===== src/rtl/addsub_accumulator.sv =====
// Sequenced add/subtract accumulator. It drives an external 5-bit adder through
// x/y/opcode and stores that adder's sum and flags when it accepts a beat.
module addsub_accumulator (
   input  logic       clk,
   input  logic       reset,
   input  logic       start,
   input  logic       in_valid,
   input  logic [4:0] in_data,
   input  logic       in_op,
   input  logic       in_last,
   output logic       in_ready,
   output logic [4:0] x,
   output logic [4:0] y,
   output logic       opcode,
   input  logic [4:0] sum,
   input  logic       carry_out,
   input  logic       overflow,
   output logic [4:0] result,
   output logic       result_valid,
   output logic       carry_flag,
   output logic       ovf_sticky,
   output logic [3:0] op_count,
   output logic       busy
);

   typedef enum logic [1:0] {
      S_IDLE = 2'd0,
      S_ACC  = 2'd1,
      S_DONE = 2'd2
   } state_t;

   state_t     r_state;
   state_t     w_state_next;
   logic       w_clear;
   logic       w_accept;
   logic [4:0] r_acc;
   logic [4:0] r_result;
   logic       r_carry;
   logic       r_ovf;
   logic [3:0] r_count;

   // NOTE: sequential state uses non-blocking assignments so that every register
   // samples values from before the edge, whatever order the blocks run in.
   always_ff @(posedge clk or posedge reset) begin
      if (reset) r_state <= S_IDLE;
      else       r_state <= w_state_next;
   end

   // NOTE: each output of this block gets a default first, so no path through
   // the case statement can leave a variable unassigned and infer a latch.
   always_comb begin
      w_state_next = r_state;
      w_clear      = 1'b0;
      w_accept     = 1'b0;
      case (r_state)
         S_IDLE: begin
            if (start) begin
               w_clear      = 1'b1;
               w_state_next = S_ACC;
            end
         end
         S_ACC: begin
            if (in_valid) begin
               w_accept = 1'b1;
               if (in_last) w_state_next = S_DONE;
            end
         end
         S_DONE:  w_state_next = S_IDLE;
         default: w_state_next = S_IDLE;
      endcase
   end

   // The result is loaded on the final accept, so it is visible during DONE.
   // It then holds until the next sequence completes.
   always_ff @(posedge clk or posedge reset) begin
      if (reset) begin
         r_acc    <= 5'd0;
         r_result <= 5'd0;
         r_carry  <= 1'b0;
         r_ovf    <= 1'b0;
         r_count  <= 4'd0;
      end else if (w_clear) begin
         r_acc   <= 5'd0;
         r_carry <= 1'b0;
         r_ovf   <= 1'b0;
         r_count <= 4'd0;
      end else if (w_accept) begin
         r_acc   <= sum;
         r_carry <= carry_out;
         r_ovf   <= r_ovf | overflow;
         if (r_count != 4'd15) r_count <= r_count + 4'd1;
         if (in_last)          r_result <= sum;
      end
   end

   assign in_ready     = (r_state == S_ACC);
   assign result_valid = (r_state == S_DONE);
   assign busy         = (r_state != S_IDLE);
   assign x            = r_acc;
   assign y            = in_data;
   assign opcode       = in_op;
   assign result       = r_result;
   assign carry_flag   = r_carry;
   assign ovf_sticky   = r_ovf;
   assign op_count     = r_count;

endmodule

===== config.mk =====
export PLATFORM = sky130hd
export DESIGN_NAME = addsub_accumulator
export DESIGN_NICKNAME = d
export VERILOG_FILES = /design/src/rtl/addsub_accumulator.sv
export SDC_FILE = /design/constraint.sdc
export NUM_CORES = 1
export LEC_CHECK = 0
export ABC_AREA = 1
export BUFFER_PORTS_ARGS = -buffer_cell sky130_fd_sc_hd__buf_2
export CORE_MARGIN = 2
export CORE_UTILIZATION = 45
export DETAILED_ROUTE_END_ITERATION = 10
export MAX_ROUTING_LAYER = met4
export PLACE_DENSITY = 0.78
export SYNTH_ARGS = -nofsm -noshare
export SYNTH_HDL_FRONTEND = slang
export SYNTH_SLANG_ARGS = --single-unit

===== constraint.sdc =====
create_clock -name clk -period 2.96 [get_ports clk]
set_clock_uncertainty 0.15 [all_clocks]
set_input_delay 0.296 -clock clk [delete_from_list [all_inputs] [get_ports clk]]
set_output_delay 0.296 -clock clk [all_outputs]
set_load 0.05 [all_outputs]

==> results.md, run 1 <==
- Fin. max-slew vios: 0
- Fillers: 189
- Largest cells by area after synthesis: dfrtp_1, nand2_1, o21ai_2, buf_4, nand3_1
- Total Nets Final: 142
- Initial DRC count: 7
- Kind of start point of the critical path: flip-flop
- Final period util: 55.04%
- Die H: 48.43 um
- Antenna cells: 0
- GR Overflow Total: 0
- Net Switching: 0.7403 mW
- Number of H-tree levels: 1
- Via count of the first global-routing pass: 694
- Die width: 48.43 um
- ANT nets after route: 0
- Relative max-transition margin: 55.94%
- Synth Instances: 96
- Max Buffers Root-to-Sink: 2
- Library cells used by synthesis: 15
- Yosys warning total: 0
- Number of placement rows: 16
- # port buffers: 30
- Finish-stage setup viols: 0
- GPL Wtd Cong: 0.7657
- Clock-pin slew on the worst setup and hold paths: 0.10 ns
- Avg Cell Area, Syn: 9.254 um^2
- Final Hold Viols: 0
- Clock power frac: 11.4%
- WS Path Type: flip-flop to output port
- Maximum VDD drop: 675.7 uV
- Drt pass-1 iters: 4
- WL/cell: 11.17 um
- Final Critical Period: 1.629 ns
- EDFF count, synth: 0
- Synthesis-to-layout area growth: 17.89%
- Max Cap Violations: 0
- Seq pwr share: 31.6%
- First-pass GRT wire length: 2.815 mm
- I/O pin count: 43
- #FFs+latches synth: 18
- Post-synth top cells: nand2_1, dfrtp_1, nand3_1
- Ys async rst share: 100.0%
- Power density cells: 1275 nW/um^2
- Data required, critical path: 2.51 ns
- Slowest stage delay, CP: 0.38 ns
- Largest net degree at the start of global routing: 19
- Top FF cell, synth: dfrtp_1
- Wirelength, routed: 1.665 mm
- Root Driver: clkbuf_4
- Leakage: 0.6077 nW
- Most used cell, CP: inv_2
- Switching power share of the total: 55.45%
- Initial antenna violation count: 0
- Placed cells: 144
- TritonCTS clock tree: built
- Post-Layout Cell Count: 149
- Least-Margin Pin Slew: 0.6602 ns
- Slowest library cell on the worst path: dfrtp_1
- Full die area: 2345 um^2
- Comb power frac: 57.0%
- Syn_nets: 115
- Hold Path Class: primary input to flip-flop
- Final HPWL DP: 1.238 mm
- CP delay by family, top: buffers and inverters
- GRT Util Overall: 15.68%
- Final TNS setup: 0 ns
- Fmax: 613.8 MHz
- Vias per cell: 4.685
- Number of CTS-inserted buffers: 3
- Syn Std Cell Area: 888.4 um^2
- Status: complete, no violations
- # clock sinks: 18
- Synth top area share: 50.70%
- DR DRC count: 0
- Largest area contributor in the netlist: dfrtp_1
- Most frequent cell after synthesis: nand2_1
- Initial Util: 46.71%
- Unrepaired setup endpoints after global routing: false
- CP Capture Type: output port
- Core Area: 1902 um^2
- Setup Fix Bufs, Post-CTS: 0
- Crit path max fanout: 5
- Seq/Total Area, Yosys: 50.70%
- Clk Latency, worst-skew pair: 0.29 ns
- Critical path data arrival time: 1.18 ns
- Total vias in the final route: 698
- Crit path buf inv count: 3
- Cell Chain, Critical Path: inv_2 -> nand2_1 -> inv_2 -> buf_2
- Layout cells sized above 1: 41.80%
- Internal power: 0.5948 mW
tightest hold or removal path, cell delays in order:
cell and delay [ns]:
buf_2 0.07, nand3_1 0.07, nand2_1 0.07
flip-flops by register name (all words and copies together), names as in the netlist:
name        flops
result          5
x               5
op_count        4
r_state         2
carry_flag      1
ovf_sticky      1
layout make-up:
type                    count  area (um^2)  area share (%)
multi-input cells          57        321.6           30.70
flip-flops and latches     18        450.4           43.01
repair buffers             31        160.2           15.29
inverters                  12        45.04           4.301
clock buffers               4        36.28           3.465
well taps                  27        33.78           3.226
logic make-up (layout without fill, tap and decap cells):
| logic type | count (synthesis) | in the layout | synth area share (%) |
|---|---|---|---|
| flops | 18 | 18 | 50.70 |
| xor+xnor | 1 | 1 | 0.9861 |
| fa+ha+maj | 1 | 1 | 1.408 |
| compound gates | 10 | 10 | 9.859 |
| buf+inv | 21 | 47 | 13.10 |
| simple gates | 45 | 45 | 23.94 |
path summary, 6_finish.rpt:
path	cells past startpoint	startpoint	endpoint	slack, ns
max reg2reg	6	r_state[1]	op_count[0]	1.51
min in group asynchronous	3	reset	x[2]	0.47
max	4	r_state[1]	in_ready	1.33
min	3	carry_out	carry_flag	0.09
min reg2reg	2	result[4]	result[4]	0.34
max in group asynchronous	3	reset	carry_flag	1.76
power groups by stage:
stage	registers (mW)	clock network [mW]	logic, mW
final	0.422	0.152	0.761
after global placement	0.424	0	0.750
after global routing	0.438	0.162	0.808
after CTS	0.423	0.155	0.766
after floorplan	0.750	0	0.307
after detailed placement	0.428	0	0.763
per-layer routing:
metal | up-vias | global-route usage (%) | part of all wire (%)
li1 | 353 | - | -
met5 | - | - | 0
met2 | 23 | 27.55 | 51
met1 | 322 | 17.21 | 43
met3 | 0 | 5.247 | 5.9
met4 | 0 | 3.810 | 0
placed cells by master (no fill, tap or decap), drive strengths merged:
cell	count
nand4	2
dfrtp	18
ha	1
dlygate4sd3	1
nand3	13
xor2	1
inv	12
nand2	24
clkbuf	4
buf	30
o21ai	10
nor2	6
repair_timing:
item                      CTS  global route
resized for setup           0             0
hold endpoints to repair   18             0
hold buffers                1             0
through the flow:
step	area [um^2]	power, mW	utilization, %	worst slack, ns	hold slack [ns]
6_report	1047	1.335	55.07	1.331	0.08815
5_1_grt	1047	1.408	55.07	1.263	0.1145
4_1_cts	1047	1.344	55.07	1.324	0.08458
3_5_place_dp	1001	1.191	52.63	1.536	0.2854
3_3_place_gp	1001	1.174	52.63	1.571	0.2773
2_1_floorplan	888.4	1.057	-	1.311	0.08457
Power figures use the tool's default switching activity.
==> run 2, diff against run 1 <==
Settings changed: CORE_UTILIZATION 45 to 44, PLACE_DENSITY 0.78 to 0.77.
Clock period 2.96 ns to 1.5 ns, I/O delays scaled along.
==> results.md, run 2 (synthesis gave the netlist of run 1 again) <==
- Number of H-tree levels: 1
- GRT Util Overall: 17.36%
- Hold Path Class: primary input to flip-flop
- Final TNS setup: 0 ns
- GPL Wtd Cong: 0.7393
- Initial Util: 45.75%
- Setup Fix Bufs, Post-CTS: 0
- Most frequent cells in the layout: buf_2, nand2_1, dfrtp_1
- Relative max-transition margin: 81.04%
- Most used cell, CP: nand2_1
- Core Area: 1942 um^2
- Clk Latency, worst-skew pair: 0.29 ns
- Seq pwr share: 30.9%
- TritonCTS clock tree: built
- Slowest library cell on the worst path: dlygate4sd3_1
- Die width: 48.94 um
- Largest net degree at the start of global routing: 19
- Max Cap Violations: 0
- Net Switching: 1.467 mW
- Data required, critical path: 1.54 ns
- Final HPWL DP: 1.248 mm
- Final Cell Area: 1169 um^2
- Unrepaired setup endpoints after global routing: false
- Final WS setup: 0.1034 ns
- Crit path max fanout: 6
- Total Nets Final: 154
- Worst hold margin: 0.1488 ns
- Drt pass-1 iters: 4
- Layout cells sized above 1: 41.79%
- I/O pin count: 43
- DP Area: 1026 um^2
- Final Hold Viols: 0
- # clock sinks: 18
- Fmax: 716.0 MHz
- Internal power: 1.234 mW
- Clock-pin slew on the worst setup and hold paths: 0.10 ns
- Critical path data arrival time: 1.43 ns
- Synthesis-to-layout area growth: 31.55%
- Number of CTS-inserted buffers: 3
- Die H: 48.94 um
- Switching power share of the total: 54.32%
- Final Critical Period: 1.397 ns
- Max Buffers Root-to-Sink: 2
- Via count of the first global-routing pass: 744
- CP delay by family, top: buffers and inverters
- Crit path buf inv count: 2
- GR Overflow Total: 0
- Fin. max-slew vios: 0
- Antenna cells: 0
- ANT nets after route: 0
- DR DRC count: 0
- Placement Setup Slack: 0.1382 ns
- Wirelength, routed: 1.827 mm
- Slowest stage delay, CP: 0.54 ns
- Power density cells: 2311 nW/um^2
- Vias per cell: 4.764
- Full die area: 2395 um^2
- WL/cell: 11.35 um
- Initial antenna violation count: 0
- Initial DRC count: 26
- Least-Margin Pin Slew: 0.2841 ns
- Number of placement rows: 16
- Comb power frac: 58.3%
- WS Path Type: primary input to flip-flop
- Finish-stage setup viols: 0
- Maximum VDD drop: 1448 uV
- Kind of start point of the critical path: primary input
- Status: complete, no violations
- Total vias in the final route: 767
- Leakage: 0.6582 nW
- Clock power frac: 10.9%
- Most common cell after layout, fill and taps aside: buf_2
- Final period util: 93.11%
- First-pass GRT wire length: 3.174 mm
- CP Capture Type: flip-flop
- Root Driver: clkbuf_4
- Cell Chain, Critical Path: dlygate4sd3_1 -> buf_2 -> nand3_2 -> nor2_4 -> nor2_2 -> nand2_1 -> nand2_1
- # port buffers: 30
-- run 2: worst reg2reg max path, delay by kind of cell, from the launching register on --
| kind | cells | cell delay, ns |
|---|---|---|
| AND/OR/NAND/NOR | 6 | 0.46 |
| flip-flops | 1 | 0.45 |
| adder cells (fa/ha/maj) | 1 | 0.23 |
-- run 2: power by group through the flow --
stage	clock network (mW)	logic [mW]	registers, mW
after floorplan	0	0.605	1.49
after global placement	0	1.51	0.835
after detailed placement	0	1.53	0.841
after CTS	0.303	1.56	0.835
after global routing	0.326	1.68	0.869
final	0.294	1.57	0.833
-- run 2: through the flow --
stage                     total power, mW  utilization, %  std cells
after floorplan                     2.090               -         96
after global placement              2.348           52.84        147
after CTS                           2.700           59.86        161
after global routing                2.872           60.18        161
after detailed placement            2.375           52.84        147
final                               2.701           60.18        161
-- run 2: path summary, 6_finish.rpt --
kind,start,to,slack (ns),cells past startpoint
max in group asynchronous,reset,op_count[0],0.74,4
max reg2reg,op_count[0],op_count[3],0.13,7
min reg2reg,ovf_sticky,ovf_sticky,0.34,2
min in group asynchronous,reset,x[2],0.25,4
min,start,ovf_sticky,0.15,4
max,in_valid,op_count[3],0.10,7
-- run 2: metal layers --
layer	share of wire (%)	wire length [um]	GRT usage, %
met1	40	732	18.76
met2	53	969	31.74
met3	6.8	125	5.521
met4	0	0	2.381
met5	0	0	-
-- run 2: layout make-up --
| cell class | instances | area, um^2 |
|---|---|---|
| clock buffers | 4 | 36.28 |
| multi-input cells | 57 | 321.6 |
| well taps | 27 | 33.78 |
| repair buffers | 43 | 279.0 |
| fillers | 188 | 773.2 |
| inverters | 12 | 45.04 |
| flip-flops and latches | 18 | 452.9 |
-- run 2: what timing repair did --
item | 4_1_cts | 5_1_grt
hold endpoints to repair | 30 | 0
hold buffers | 10 | 0
setup endpoints to repair | 0 | 1
gates resized for setup | 0 | 3
==> run 3, diff against run 2 <==
Settings changed: GPL_TIMING_DRIVEN set to 0.
==> results.md, run 3 (synthesis gave the netlist of run 1 again) <==
- GPL Wtd Cong: 0.7101
- Final Critical Period: 1.412 ns
- Clk Latency, worst-skew pair: 0.29 ns
- Die H: 48.94 um
- Fillers: 176
- Final Core Density: 64.24%
- Number of H-tree levels: 1
- Most frequent cells in the layout: buf_2, nand2_1, dfrtp_1
- Via count of the first global-routing pass: 752
- Number of CTS-inserted buffers: 3
- Final period util: 94.12%
- Seq pwr share: 30.3%
- Root Driver: clkbuf_4
- WL/cell: 10.70 um
- WS Path Type: flip-flop to output port
- GR Overflow Total: 0
- Status: complete, no violations
- Leakage: 0.7118 nW
- Initial DRC count: 9
- CP Capture Type: output port
- Finish-stage setup viols: 0
- Relative max-transition margin: 55.68%
- Maximum VDD drop: 1409 uV
- Final TNS setup: 0 ns
- Wirelength, routed: 1.851 mm
- Final Hold Viols: 0
- Setup crit start: r_state[0]
- # port buffers: 36
- ANT nets after route: 0
- Drt pass-1 iters: 4
- Setup Fix Bufs, Post-CTS: 0
- TritonCTS clock tree: built
- Clock-pin slew on the worst setup and hold paths: 0.10 ns
- Most common cell after layout, fill and taps aside: buf_2
- Antenna cells: 0
- Max Cap Violations: 0
- Clock power frac: 10.9%
- Initial antenna violation count: 0
- Power density cells: 2212 nW/um^2
- Comb power frac: 58.8%
- Initial Util: 45.75%
- Kind of start point of the critical path: flip-flop
- First-pass GRT wire length: 3.263 mm
- Internal power: 1.254 mW
- Final HPWL DP: 1.315 mm
- DR DRC count: 0
- Data required, critical path: 1.20 ns
- Layout cells sized above 1: 46.58%
- Switching power share of the total: 54.55%
- Net Switching: 1.505 mW
- Fin. max-slew vios: 0
- Core Area: 1942 um^2
- Unrepaired setup endpoints after global routing: false
- Largest net degree at the start of global routing: 19
- GRT Util Overall: 18.29%
- Crit path max fanout: 4
- Worst hold margin: 0.07788 ns
- Critical path data arrival time: 1.11 ns
- Reg-to-reg startpoint: op_count[0]
- Max Buffers Root-to-Sink: 2
- I/O pin count: 43
- Hold Path Class: primary input to flip-flop
- Total Nets Final: 166
- Total vias in the final route: 783
- Full die area: 2395 um^2
- Synthesis-to-layout area growth: 40.42%
- Number of placement rows: 16
- # clock sinks: 18
- Least-Margin Pin Slew: 0.6641 ns
- Hold_sp: start
- Die width: 48.94 um
- Vias per cell: 4.526
- Fmax: 708.3 MHz
run 3: cell types whose count changed in the layout (fill, tap and decap cells not counted):
cell,delta
buf_6,+1
buf_2,+6
buf_4,+5
run 3: worst paths after layout:
| kind | slack [ns] | to | cells past startpoint |
|---|---|---|---|
| max | 0.09 | result_valid | 2 |
| min | 0.08 | x[3] | 4 |
| max reg2reg | 0.12 | op_count[3] | 7 |
| min reg2reg | 0.34 | ovf_sticky | 2 |
| max in group asynchronous | 0.40 | op_count[0] | 3 |
| min in group asynchronous | 0.34 | op_count[3] | 3 |
run 3: repair_timing:
item | in CTS | in global routing
hold buffers | 10 | 0
resized for setup | 1 | 1
setup endpoints to repair | 1 | 1
hold endpoints to repair | 31 | 0
run 3: area by class of cell:
type                    instances  area, um^2  area share [%]
clock buffers                   4       36.28           2.909
flip-flops and latches         18       452.9           36.31
well taps                      27       33.78           2.708
repair buffers                 46       286.5           22.97
multi-input cells              57       321.6           25.78
inverters                      12       45.04           3.611
plain buffers                   9       71.32           5.717
run 3: worst max-delay path: stages, from the launching register on:
cell     delay [ns]
dfrtp_1        0.43
nor2_1         0.11
buf_2          0.27
run 3: power groups by stage:
stage                     registers (mW)  logic (mW)  clock network [mW]
final                              0.836        1.62               0.300
after global routing               0.869        1.73               0.333
after CTS                          0.839        1.62               0.312
after detailed placement           0.847        1.59                   0
after global placement             0.830        1.57                   0
after floorplan                     1.49       0.605                   0
run 3: per-stage QoR:
stage,setup WS [ns],cell area (um^2),power (mW),cells
floorplan,0.02541,890.9,2.090,96
global placement,0.1542,1105,2.404,159
detailed placement,0.1260,1105,2.440,159
CTS,0.05964,1244,2.775,173
global route,0.003407,1247,2.930,173
finish,0.08822,1247,2.759,173
run 3: layer usage:
metal  share of wire, %  GRT usage (%)
met1                 41          22.33
met2                 53          31.05
met3                5.6          2.147
met4               0.49          7.143
met5                  0              -
